`src/rtl/spi_pkg.sv`:
```
// Shared SPI definitions: mode encodings, default word length and the
// receiver FSM state type.
package spi_pkg;

    // SPI modes expressed as {CPOL, CPHA}
    localparam logic [1:0] SPI_MODE0 = 2'b00;
    localparam logic [1:0] SPI_MODE1 = 2'b01;
    localparam logic [1:0] SPI_MODE2 = 2'b10;
    localparam logic [1:0] SPI_MODE3 = 2'b11;

    localparam int unsigned SPI_BITS_LEN_DEF = 8;

    typedef enum logic [1:0] {
        ST_IDLE  = 2'd0,
        ST_SHIFT = 2'd1,
        ST_DONE  = 2'd2
    } spi_state_e;

endpackage

```
`src/rtl/spi_sync_edge.sv`:
```
// Two-flop synchroniser for an asynchronous pin, with a third flop holding
// the previous synced level so single-cycle rise/fall pulses can be derived.
module spi_sync_edge #(
    parameter logic RST_VAL = 1'b0
) (
    input  logic sysclk_p,
    input  logic rst_n,
    input  logic d_i,
    output logic q_o,
    output logic rise_o,
    output logic fall_o
);

    logic meta_q, meta_d;
    logic sync_q, sync_d;
    logic prev_q, prev_d;

    // Next-state of the synchroniser chain and the edge-detect history flop
    always_comb begin
        meta_d = d_i;
        sync_d = meta_q;
        prev_d = sync_q;
    end

    // Chain registers, reset to the pin's idle level
    always_ff @(posedge sysclk_p or negedge rst_n) begin
        if (!rst_n) begin
            meta_q <= RST_VAL;
            sync_q <= RST_VAL;
            prev_q <= RST_VAL;
        end else begin
            meta_q <= meta_d;
            sync_q <= sync_d;
            prev_q <= prev_d;
        end
    end

    assign q_o    = sync_q;
    assign rise_o = sync_q & ~prev_q;
    assign fall_o = ~sync_q & prev_q;

endmodule

```
`src/rtl/spi_slave_rx.sv`:
```
// SPI slave receiver: oversamples SCLK/MOSI/SS on sysclk_p, deserialises
// MSB-first words and checks that consecutive words increment by one.
module spi_slave_rx
    import spi_pkg::*;
#(
    parameter int unsigned BITS_LEN = SPI_BITS_LEN_DEF,
    parameter logic        CPOL     = 1'b0,
    parameter logic        CPHA     = 1'b0,
    parameter int unsigned CNT_W    = 16
) (
    input  logic                sysclk_p,
    input  logic                rst_n,
    input  logic                spi_sclk_i,
    input  logic                spi_mosi_i,
    input  logic                spi_ss_i,
    output logic [BITS_LEN-1:0] spi_rdata_o,
    output logic                spi_rxvalid_o,
    output logic                seq_err_o,
    output logic [CNT_W-1:0]    rx_cnt_o,
    output logic [CNT_W-1:0]    err_cnt_o,
    output logic [7:0]          LED
);

    localparam int unsigned        BCW      = $clog2(BITS_LEN);
    localparam logic [BCW-1:0]     LAST_BIT = BCW'(BITS_LEN - 1);

    logic sclk_rise, sclk_fall, sclk_lvl_unused;
    logic ss_s, ss_rise_unused, ss_fall_unused;
    logic mosi_s, mosi_rise_unused, mosi_fall_unused;
    logic sample;

    spi_sync_edge #(.RST_VAL(CPOL)) u_sync_sclk (
        .sysclk_p (sysclk_p),
        .rst_n    (rst_n),
        .d_i      (spi_sclk_i),
        .q_o      (sclk_lvl_unused),
        .rise_o   (sclk_rise),
        .fall_o   (sclk_fall)
    );

    spi_sync_edge #(.RST_VAL(1'b1)) u_sync_ss (
        .sysclk_p (sysclk_p),
        .rst_n    (rst_n),
        .d_i      (spi_ss_i),
        .q_o      (ss_s),
        .rise_o   (ss_rise_unused),
        .fall_o   (ss_fall_unused)
    );

    spi_sync_edge #(.RST_VAL(1'b0)) u_sync_mosi (
        .sysclk_p (sysclk_p),
        .rst_n    (rst_n),
        .d_i      (spi_mosi_i),
        .q_o      (mosi_s),
        .rise_o   (mosi_rise_unused),
        .fall_o   (mosi_fall_unused)
    );

    // Modes 0 and 3 sample on the rising edge, modes 1 and 2 on the falling edge
    assign sample = (CPOL ^ CPHA) ? sclk_fall : sclk_rise;

    spi_state_e          state_q, state_d;
    logic [BCW-1:0]      bit_cnt_q, bit_cnt_d;
    logic [BITS_LEN-1:0] shift_q, shift_d;
    logic [BITS_LEN-1:0] rdata_q, rdata_d;
    logic                valid_q, valid_d;
    logic                seq_err_q, seq_err_d;
    logic [CNT_W-1:0]    rx_cnt_q, rx_cnt_d;
    logic [CNT_W-1:0]    err_cnt_q, err_cnt_d;
    logic [BITS_LEN-1:0] exp_q, exp_d;
    logic                seeded_q, seeded_d;

    // Next-state, deserialiser and sequence-check logic
    always_comb begin
        state_d   = state_q;
        bit_cnt_d = bit_cnt_q;
        shift_d   = shift_q;
        rdata_d   = rdata_q;
        valid_d   = 1'b0;
        seq_err_d = 1'b0;
        rx_cnt_d  = rx_cnt_q;
        err_cnt_d = err_cnt_q;
        exp_d     = exp_q;
        seeded_d  = seeded_q;
        unique case (state_q)
            ST_IDLE: begin
                bit_cnt_d = '0;
                shift_d   = '0;
                if (!ss_s) state_d = ST_SHIFT;
            end
            ST_SHIFT: begin
                if (sample) shift_d = {shift_q[BITS_LEN-2:0], mosi_s};
                // A final edge coinciding with SS release still completes the word
                if (sample && bit_cnt_q == LAST_BIT) begin
                    state_d = ST_DONE;
                end else if (ss_s) begin
                    state_d   = ST_IDLE;
                    bit_cnt_d = '0;
                    shift_d   = '0;
                end else if (sample) begin
                    bit_cnt_d = bit_cnt_q + BCW'(1);
                end
            end
            ST_DONE: begin
                rdata_d   = shift_q;
                valid_d   = 1'b1;
                rx_cnt_d  = rx_cnt_q + CNT_W'(1);
                if (seeded_q && shift_q != exp_q) begin
                    seq_err_d = 1'b1;
                    if (err_cnt_q != '1) err_cnt_d = err_cnt_q + CNT_W'(1);
                end
                exp_d     = shift_q + BITS_LEN'(1);
                seeded_d  = 1'b1;
                bit_cnt_d = '0;
                shift_d   = '0;
                state_d   = ss_s ? ST_IDLE : ST_SHIFT;
            end
            default: state_d = ST_IDLE;
        endcase
    end

    // State and output registers
    always_ff @(posedge sysclk_p or negedge rst_n) begin
        if (!rst_n) begin
            state_q   <= ST_IDLE;
            bit_cnt_q <= '0;
            shift_q   <= '0;
            rdata_q   <= '0;
            valid_q   <= 1'b0;
            seq_err_q <= 1'b0;
            rx_cnt_q  <= '0;
            err_cnt_q <= '0;
            exp_q     <= '0;
            seeded_q  <= 1'b0;
        end else begin
            state_q   <= state_d;
            bit_cnt_q <= bit_cnt_d;
            shift_q   <= shift_d;
            rdata_q   <= rdata_d;
            valid_q   <= valid_d;
            seq_err_q <= seq_err_d;
            rx_cnt_q  <= rx_cnt_d;
            err_cnt_q <= err_cnt_d;
            exp_q     <= exp_d;
            seeded_q  <= seeded_d;
        end
    end

    assign spi_rdata_o   = rdata_q;
    assign spi_rxvalid_o = valid_q;
    assign seq_err_o     = seq_err_q;
    assign rx_cnt_o      = rx_cnt_q;
    assign err_cnt_o     = err_cnt_q;

    if (BITS_LEN >= 8) begin : g_led_trunc
        assign LED = rdata_q[7:0];
    end else begin : g_led_ext
        assign LED = {{(8 - BITS_LEN){1'b0}}, rdata_q};
    end

endmodule

```
`config.mk`:
```
export PLATFORM = sky130hd
export DESIGN_NAME = spi_slave_rx
export DESIGN_NICKNAME = d
export VERILOG_FILES = /design/src/rtl/spi_pkg.sv /design/src/rtl/spi_sync_edge.sv /design/src/rtl/spi_slave_rx.sv
export SDC_FILE = /design/constraint.sdc
export NUM_CORES = 1
export LEC_CHECK = 0
export CORE_ASPECT_RATIO = 1.5
export CORE_MARGIN = 2
export CORE_UTILIZATION = 53
export DETAILED_ROUTE_END_ITERATION = 7
export PLACE_DENSITY = 0.87
export SETUP_SLACK_MARGIN = 0.02
export SKIP_CTS_REPAIR_TIMING = 1
export SLEW_MARGIN = 10
export SYNTH_ARGS = -nofsm -noshare
export SYNTH_HDL_FRONTEND = slang
export SYNTH_SLANG_ARGS = --single-unit
```
`constraint.sdc`:
```
create_clock -name sysclk_p -period 2.1 [get_ports sysclk_p]
set_clock_uncertainty 0.15 [all_clocks]
set_input_delay 0.315 -clock sysclk_p [delete_from_list [all_inputs] [get_ports sysclk_p]]
set_output_delay 0.315 -clock sysclk_p [all_outputs]
set_load 0.03 [all_outputs]
```
Word-level counts from Yosys, hierarchy flattened. Index checks and enable logic that the tools add are counted.

Flip-flop bits (word level): 71. Input port bits: 5. Output and inout port bits: 50.

Add/sub/neg operators: 4. Equal/unequal tests: 9. Muxes and demuxes: 16. Bitwise logic cells: 2. Reduce and logical (&&, ||, !) cells: 8.

Operators by type and width (count): 16-bit by 1-bit adder with 16-bit output, second input constant (2); 8-bit two-way mux (3); 16-bit inequality test, second input constant (1); 8-bit case mux with 2 select lines (1); 3-bit two-way mux (3); 8-bit by 1-bit adder with 8-bit output, second input constant (1); 8-bit inequality test (1); 2-bit two-way mux (3); 3-bit by 2-bit inequality test with 1-bit output, second input constant (2); 2-bit case mux with 3 select lines (1); 3-bit case mux with 2 select lines (1); 3-bit AND reduction (2); 1-bit two-way mux (4); 2-bit inequality test, second input constant (2); 3-bit by 1-bit adder with 3-bit output, second input constant (1); 3-bit == test, second input constant (1); 2-bit by 1-bit == test with 1-bit output, second input constant (1); 2-bit == test, second input constant (1); 1-bit logical AND (2); 2-bit logical NOT (1); 2-bit AND reduction (1); 2-bit nonzero test (1); 2-bit OR reduction (1); 1-bit AND (1); 1-bit inverter (1).

Longest topological paths before layout. Gate-level depths: netlist of run 1.

Depth after elaboration: 6. Mapped depth: 8.

Cells and area by module. From an unflattened synthesis of run 1, not the netlist that was laid out.

Cells, all modules: 296. Area, all modules: 3270.6 um2.

Modules (own cells, without submodules): spi_slave_rx (times used 1, cells an instance 281, area each 2996.6 um2, seq. area each 1601.5 um2); spi_sync_edge (u_sync_mosi ...) (times used 2, cells an instance 5, area each 90.1 um2, seq. area each 75.1 um2); spi_sync_edge (u_sync_ss) (times used 1, cells an instance 5, area each 93.8 um2, seq. area each 78.8 um2).

Least setup slack after synthesis of run 1. OpenSTA, ideal clock, no wires.

Kind: register -> register. From: reg err_cnt_q[3] (netlist: err_cnt_o[3]). To: reg err_cnt_q[1] (netlist: err_cnt_o[1]). Data arrival time: 1737 ps. Slack: 86 ps. Cell stages (with the launch flop): 7. Cell sequence: dfrtp_1 > and4_4 > and4_1 > buf_4 > nand3_4 > nand2_2 > mux2_1.

Cells in the longest elaborated chain, start to end: 2.

Ends and longest elaborated chain: from (decl) (RTL line spi_slave_rx.sv:69) `logic [CNT_W-1:0] err_cnt_q, err_cnt_d;`; from (signal assigned) (RTL line spi_slave_rx.sv:143) `err_cnt_q <= err_cnt_d;`; 16-bit inequality test (RTL line spi_slave_rx.sv:110) `if (err_cnt_q != '1) err_cnt_d = err_cnt_q + CNT_W'(1);`; 3-bit AND reduction (no source line).

No other way between the ends. A chain may end at the register's enable or synchronous reset.

Final worst setup path of run 1.
From: reg bit_cnt_q[0]. To: reg bit_cnt_q[1].

Cells in the longest elaborated chain, start to end: 5.

Ends and longest elaborated chain: from (decl) (RTL line spi_slave_rx.sv:63) `logic [BCW-1:0] bit_cnt_q, bit_cnt_d;`; from (signal assigned) (RTL line spi_slave_rx.sv:137) `bit_cnt_q <= bit_cnt_d;`; 3-bit by 1-bit adder with 3-bit output (RTL line spi_slave_rx.sv:101) `bit_cnt_d = bit_cnt_q + BCW'(1);`; 3-bit two-way mux (RTL line spi_slave_rx.sv:100) `end else if (sample) begin`; 3-bit two-way mux (RTL line spi_slave_rx.sv:96) `end else if (ss_s) begin`; 3-bit two-way mux (RTL line spi_slave_rx.sv:94) `if (sample && bit_cnt_q == LAST_BIT) begin`; 3-bit case mux with 2 select lines (RTL line spi_slave_rx.sv:85) `unique case (state_q)`.

Parallel ways exist; a longest one is shown, timed or not. The select of a mux whose other input is x is not followed.

==> metrics.md, run 1 <==
| Metric | Value |
|---|---|
| Crit path max fanout | `3` |
| Clock slew seen by the registers of the worst setup and hold paths | `0.06 ns` |
| Crit end category | `register` |
| Root buf cell | `clkbuf_8` |
| Final Cycle Share | `95.2%` |
| Met1 WL | `2330 um` |
| Syn nets | `291` |
| Placer Congestion | `0.765` |
| Top Metal Used | `met4` |
| HPWL after detailed placement | `4120 um` |
| Mapped Avg Cell Area | `11.5 um2` |
| Met2 wire length | `3050 um` |
| Wire length on met3 | `225 um` |
| Layout overhead on the synthesized area | `23.4%` |
| DRT iter0 DRCs | `127` |
| ANT nets after route | `0` |
| Cell count after synthesis | `281` |
| Tmin final | `2.00 ns` |
| Average wire per standard cell | `13.9 um` |
| R2R depth | `6` |
| Most common cell in the netlist | `dfrtp_1` |
| Placed instance area | `3810 um2` |
| Sequential area share after synthesis | `55.1%` |
| Max Transition Viols Final | `0` |
| Max clock buf depth | `2` |
| Total GRT Usage | `19.5%` |
| Leakage | `1.87 nW` |
| Top post-synthesis cells by area | `dfrtp_1 (53%), xnor2_1 (8.1%), nand2_1 (5.5%), xor2_1 (3.5%), and3_1 (2.3%)` |
| Layout cells sized above 1 | `14.4%` |
| Arr. time, crit path | `2.07 ns` |
| Antenna violations before repair | `0` |
| Multi-input gate area | `1310 um2` |
| Die height | `99.6 um` |
| Layout Nets | `347` |
| I/O Buffers | `54` |
| Hold path depth | `0` |
| Site Rows | `34` |
| Largest net degree at the start of global routing | `60` |
| Setup crit start kind | `register` |
| Post-synth top cells | `dfrtp_1 (69), nand2_1 (47), xnor2_1 (30), xor2_1 (13), and3_1 (12)` |
| Area of the core | `5830 um2` |
| Post-synth EDFFs | `0` |
| Max Cap Viol | `0` |
| F_max | `0.500 GHz` |
| Routed vias/inst | `5.33` |
| Status | `finished clean` |
| Final instance area | `3990 um2` |
| Synth cell types | `41` |
| Final Hold Violating Endpoints | `0` |
| RSZ-0062 raised after global routing | `no` |
| Yosys warns | `0` |
| Clk Latency, worst-skew pair | `0.34 ns` |
| Final wirelength | `5740 um` |
| Number of synthesized register bits | `71` |
| Pre-antenna DRT Iters | `4` |
| Sequential cell area | `1780 um2` |
| Vias | `2,203` |
| CTS H-Tree Depth | `3` |
| Area leader, netlist | `dfrtp_1` |
| Max-Slew Margin vs Limit | `65.1%` |
| TritonCTS clock tree | `done` |
| Fillcell total | `454` |
| Starting Density | `55.4%` |
| Fraction of registers with async set/reset | `100%` |
| Die footprint | `6750 um2` |
| Diode count | `0` |
| CTS Buf Count | `9` |
| Endpoints failing setup | `0` |
| Die width | `67.7 um` |
| Number of remaining DRC errors | `0` |
| Worst Tran Pin Value | `0.522 ns` |
| Io pins | `55` |
| Total power | `2.36 mW` |
| Mapped Area | `3230 um2` |
| Post-synth top flop | `dfrtp_1` |
| Crit Path Class | `register to register` |
| Vias in the first global route | `2,249` |
| First-pass GRT wire length | `9830 um` |
| Req. time, crit path | `2.17 ns` |
| Share of the synthesized area in the top cell type | `53.5%` |
| Post-Route Setup TNS | `0 ns` |
| Hold WC Path Type | `register to register` |
| CTS sink count | `71` |
| GRT overflow | `0` |
| Power Density | `592 nW/um2` |
| VDD IR max | `0.515 mV` |
| FF-to-FF setup slack | `0.10 ns` |
## worst paths after layout
check / start / end
worst max-delay path: bit_cnt_q[0]$_DFFE_PN0P_ / bit_cnt_q[1]$_DFFE_PN0P_
worst min-delay path: u_sync_mosi.meta_q$_DFF_PN0_ / u_sync_mosi.q_o$_DFF_PN0_
worst max register to register: bit_cnt_q[0]$_DFFE_PN0P_ / bit_cnt_q[1]$_DFFE_PN0P_
worst min register to register: u_sync_mosi.meta_q$_DFF_PN0_ / u_sync_mosi.q_o$_DFF_PN0_
max in group asynchronous: rst_n / u_sync_ss.q_o$_DFF_PN1_
min in group asynchronous: rst_n / err_cnt_o[2]$_DFFE_PN0P_
## critical path, cell delays in order (launching register included)
cell     delay [ns]
dfrtp_1        0.40
ha_1           0.21
ha_1           0.21
nor2_1         0.10
a21oi_1        0.04
o21ai_0        0.38
mux2_2         0.39
## per-layer routing
metal / track usage, % / vias up
met5: 0 / -
met4: 9.58 / 0
met3: 5.20 / 11
met2: 32.4 / 54
met1: 22.5 / 1080
li1: - / 1058
## sequential cells by signal, summed over array words and instances, names as in the netlist, 2 cells and up
| name | flops |
|---|---|
| LED | 8 |
| bit_cnt_q | 3 |
| err_cnt_o | 16 |
| exp_q | 8 |
| rx_cnt_o | 16 |
| shift_q | 8 |
| state_q | 2 |
## placed cells by master (no fill, tap or decap), types with 3 or more instances in the layout
master | synthesis | layout
nand3_2 | 7 | 7
dfrtp_1 | 69 | 69
clkbuf_8 | 0 | 10
xor2_1 | 13 | 13
and3_1 | 12 | 12
nand2b_1 | 4 | 4
clkdlybuf4s50_1 | 0 | 53
nand4_1 | 5 | 5
nor2_1 | 6 | 6
ha_1 | 5 | 5
nand2_1 | 47 | 47
clkinv_2 | 0 | 3
nand3_1 | 11 | 11
buf_4 | 9 | 9
a22o_1 | 8 | 8
and4_1 | 4 | 4
o21ai_0 | 8 | 8
xnor2_1 | 30 | 30
mux2_2 | 3 | 3
## power breakdown
| group | total [mW] | internal [mW] | switching (mW) |
|---|---|---|---|
| clock | 0.908 | 0.448 | 0.461 |
| sequential | 1.39 | 1.38 | 0.00712 |
| combinational | 0.0626 | 0.0229 | 0.0397 |
## layout make-up
class	count	share of cell area [%]
clock inverter	4	0.565
timing repair buffer	65	15.9
sequential	71	44.6
inverter	2	0.188
clock buffer	11	3.55
tap	72	2.26
multi-input combinational	188	32.9
## stage by stage
step,cells,utilization [%],setup slack [ns],hold slack (ns)
after floorplan,281,-,0.0857,-0.131
after global placement,397,65.4,0.220,0.0828
after detailed placement,397,65.4,0.101,0.0788
after CTS,412,68.2,0.0896,-0.291
after global routing,413,68.4,0.0311,0.215
final,413,68.4,0.101,0.199
## kinds of logic after synthesis
logic type,Yosys count,share of synthesized area [%]
AOI/OAI and AO/OA,23,5.46
xor gates and xnor gates,43,11.7
adders and majority gates,5,1.94
buffers and inverters,22,4.26
DFF,71,55.1
muxes,5,1.74
and+or+nand+nor,112,19.8
Note: power is estimated with default switching activity, not from simulation.
==> run 2, diff against run 1 <==
Settings changed: HOLD_SLACK_MARGIN set to 0.1, SYNTH_HIERARCHICAL set to 1.
==> run 2 against run 1 <==
  * Synthesized area down 1.5%
  * Largest cell class unchanged
  * First-iteration DRC count up 28%
  * Critical path depth rose by 1
  * Clock power grew 42%
==> metrics.md, run 2 <==
| Metric | Value |
|---|---|
| Pre-antenna DRT Iters | `4` |
| Area of the core | `5790 um2` |
| Fillcell total | `436` |
| Max clock buf depth | `2` |
| Mapped Area | `3180 um2` |
| Diode count | `0` |
| Met2 wire length | `3280 um` |
| F_max | `0.504 GHz` |
| Status | `finished clean` |
| RR Startpoint | `err_cnt_o[0]$_DFFE_PN0P_` |
| Placed instance area | `3830 um2` |
| Crit end category | `register` |
| Leakage | `1.91 nW` |
| Multi-input gate area | `1260 um2` |
| Final instance area | `4100 um2` |
| Req. time, crit path | `2.15 ns` |
| Crit Path Class | `register to register` |
| Clk Latency, worst-skew pair | `0.34 ns` |
| Average wire per standard cell | `14.0 um` |
| Crit path max fanout | `6` |
| Setup crit start kind | `register` |
| Switch share | `19.9%` |
| ANT nets after route | `0` |
| Final core occ | `70.8%` |
| HPWL after detailed placement | `4120 um` |
| TritonCTS clock tree | `done` |
| CTS sink count | `71` |
| Syn nets | `299` |
| GRT overflow | `0` |
| First-pass GRT wire length | `10,400 um` |
| Fin cells | `426` |
| Vias in the first global route | `2,289` |
| Starting Density | `55.0%` |
| Io pins | `55` |
| Endpoints failing setup | `0` |
| Hold WC Path Type | `register to register` |
| Largest net degree at the start of global routing | `72` |
| R2R Path End | `err_cnt_o[14]$_DFFE_PN0P_` |
| Antenna violations before repair | `0` |
| Met1 WL | `2370 um` |
| Die footprint | `6650 um2` |
| Layout overhead on the synthesized area | `28.8%` |
| Site Rows | `34` |
| Die width | `67.3 um` |
| DRT iter0 DRCs | `162` |
| Hold path depth | `0` |
| Root buf cell | `clkbuf_8` |
| Clock slew seen by the registers of the worst setup and hold paths | `0.08 ns` |
| Max-Slew Margin vs Limit | `75.3%` |
| Layout Nets | `359` |
| Total GRT Usage | `20.5%` |
| Endpoint, Worst Hold | `u_sync_ss/q_o$_DFF_PN1_` |
| Comb power frac | `2.3%` |
| Most used cells in the layout excluding fill and tap cells | `dfrtp_1 (67), nand2_1 (55), clkdlybuf4s50_1 (53), xnor2_1 (25), xor2_1 (17)` |
| Placer Congestion | `0.880` |
| Yosys warns | `6` |
| Top Metal Used | `met4` |
| Final wirelength | `5950 um` |
| Die height | `98.9 um` |
| VDD IR max | `0.470 mV` |
| Worst Hold Launch | `u_sync_ss/meta_q$_DFF_PN1_` |
| Worst Setup SP | `err_cnt_o[0]$_DFFE_PN0P_` |
| Slack of the critical path | `0.118 ns` |
| Final Hold Violating Endpoints | `0` |
| I/O Buffers | `54` |
| CTS H-Tree Depth | `3` |
| Worst Tran Pin Value | `0.367 ns` |
| Sequential cell area | `1780 um2` |
| Mapped Avg Cell Area | `11.0 um2` |
| Wire length on met3 | `221 um` |
| Cell count after synthesis | `289` |
| Final Cycle Share | `94.4%` |
| Number of remaining DRC errors | `0` |
| R2R depth | `7` |
| Arr. time, crit path | `2.03 ns` |
| P_int | `2.19 mW` |
| FF-to-FF setup slack | `0.12 ns` |
| Tmin final | `1.98 ns` |
| Sequential share of power | `50.6%` |
| RSZ-0062 raised after global routing | `no` |
| CTS Buf Count | `9` |
| Routed vias/inst | `5.23` |
| Cells after DPL | `409` |
| Net Sw Power | `0.546 mW` |
| Place WS | `0.0841 ns` |
| Power Density | `669 nW/um2` |
| Total power | `2.74 mW` |
| Max Cap Viol | `0` |
| Layout cells sized above 1 | `13.8%` |
| Most common cell after layout, fill and taps aside | `dfrtp_1` |
| Clock network fraction of total power | `47.2%` |
| Vias | `2,230` |
| Max Transition Viols Final | `0` |
[run 2: power groups by stage]
stage	sequential (mW)	combinational [mW]	clock, mW
after floorplan	1.41	0.0189	0
after global placement	1.41	0.0608	0
after detailed placement	1.41	0.0626	0
after CTS	1.39	0.0629	1.32
after global routing	1.39	0.0724	1.40
final	1.39	0.0618	1.29
[run 2: worst max-delay path: stages, from the launching register on]
cell,delay (ns)
dfrtp_2,0.43
ha_4,0.14
nand3_1,0.11
or3_4,0.40
nor4_4,0.19
buf_4,0.20
nor4_1,0.07
xor2_1,0.16
[run 2: per-stage QoR]
step | hold slack [ns] | setup TNS, ns
finish | 0.208 | 0
detailed placement | 0.198 | 0
floorplan | -0.131 | 0
CTS | -0.156 | -0.0622
global route | 0.219 | 0
global placement | 0.182 | 0
[run 2: cell type report]
type | count | share of cell area, %
inverters | 8 | 0.733
clock buffers | 9 | 3.02
flip-flops and latches | 71 | 43.5
well taps | 72 | 2.20
repair buffers | 72 | 16.7
multi-input cells | 187 | 30.9
clock inverters | 7 | 2.93
[run 2: layer usage]
layer  up-vias  GRT usage, %
li1       1090             -
met1      1083          24.5
met2        51          34.5
met3         6          5.48
met4         0          8.16
met5         -             0
[run 2: how the worst max path moves through the flow]
stage	end	slack, ns	cells past startpoint
2_1_floorplan	err_cnt_o[6]$_DFFE_PN0P_	0.03	8
5_1_grt	err_cnt_o[9]$_DFFE_PN0P_	0.03	7
3_3_place_gp	err_cnt_o[9]$_DFFE_PN0P_	0.12	7
6_report	err_cnt_o[14]$_DFFE_PN0P_	0.12	7
3_5_place_dp	err_cnt_o[14]$_DFFE_PN0P_	0.08	7
4_1_cts	err_cnt_o[5]$_DFFE_PN0P_	-0.06	7
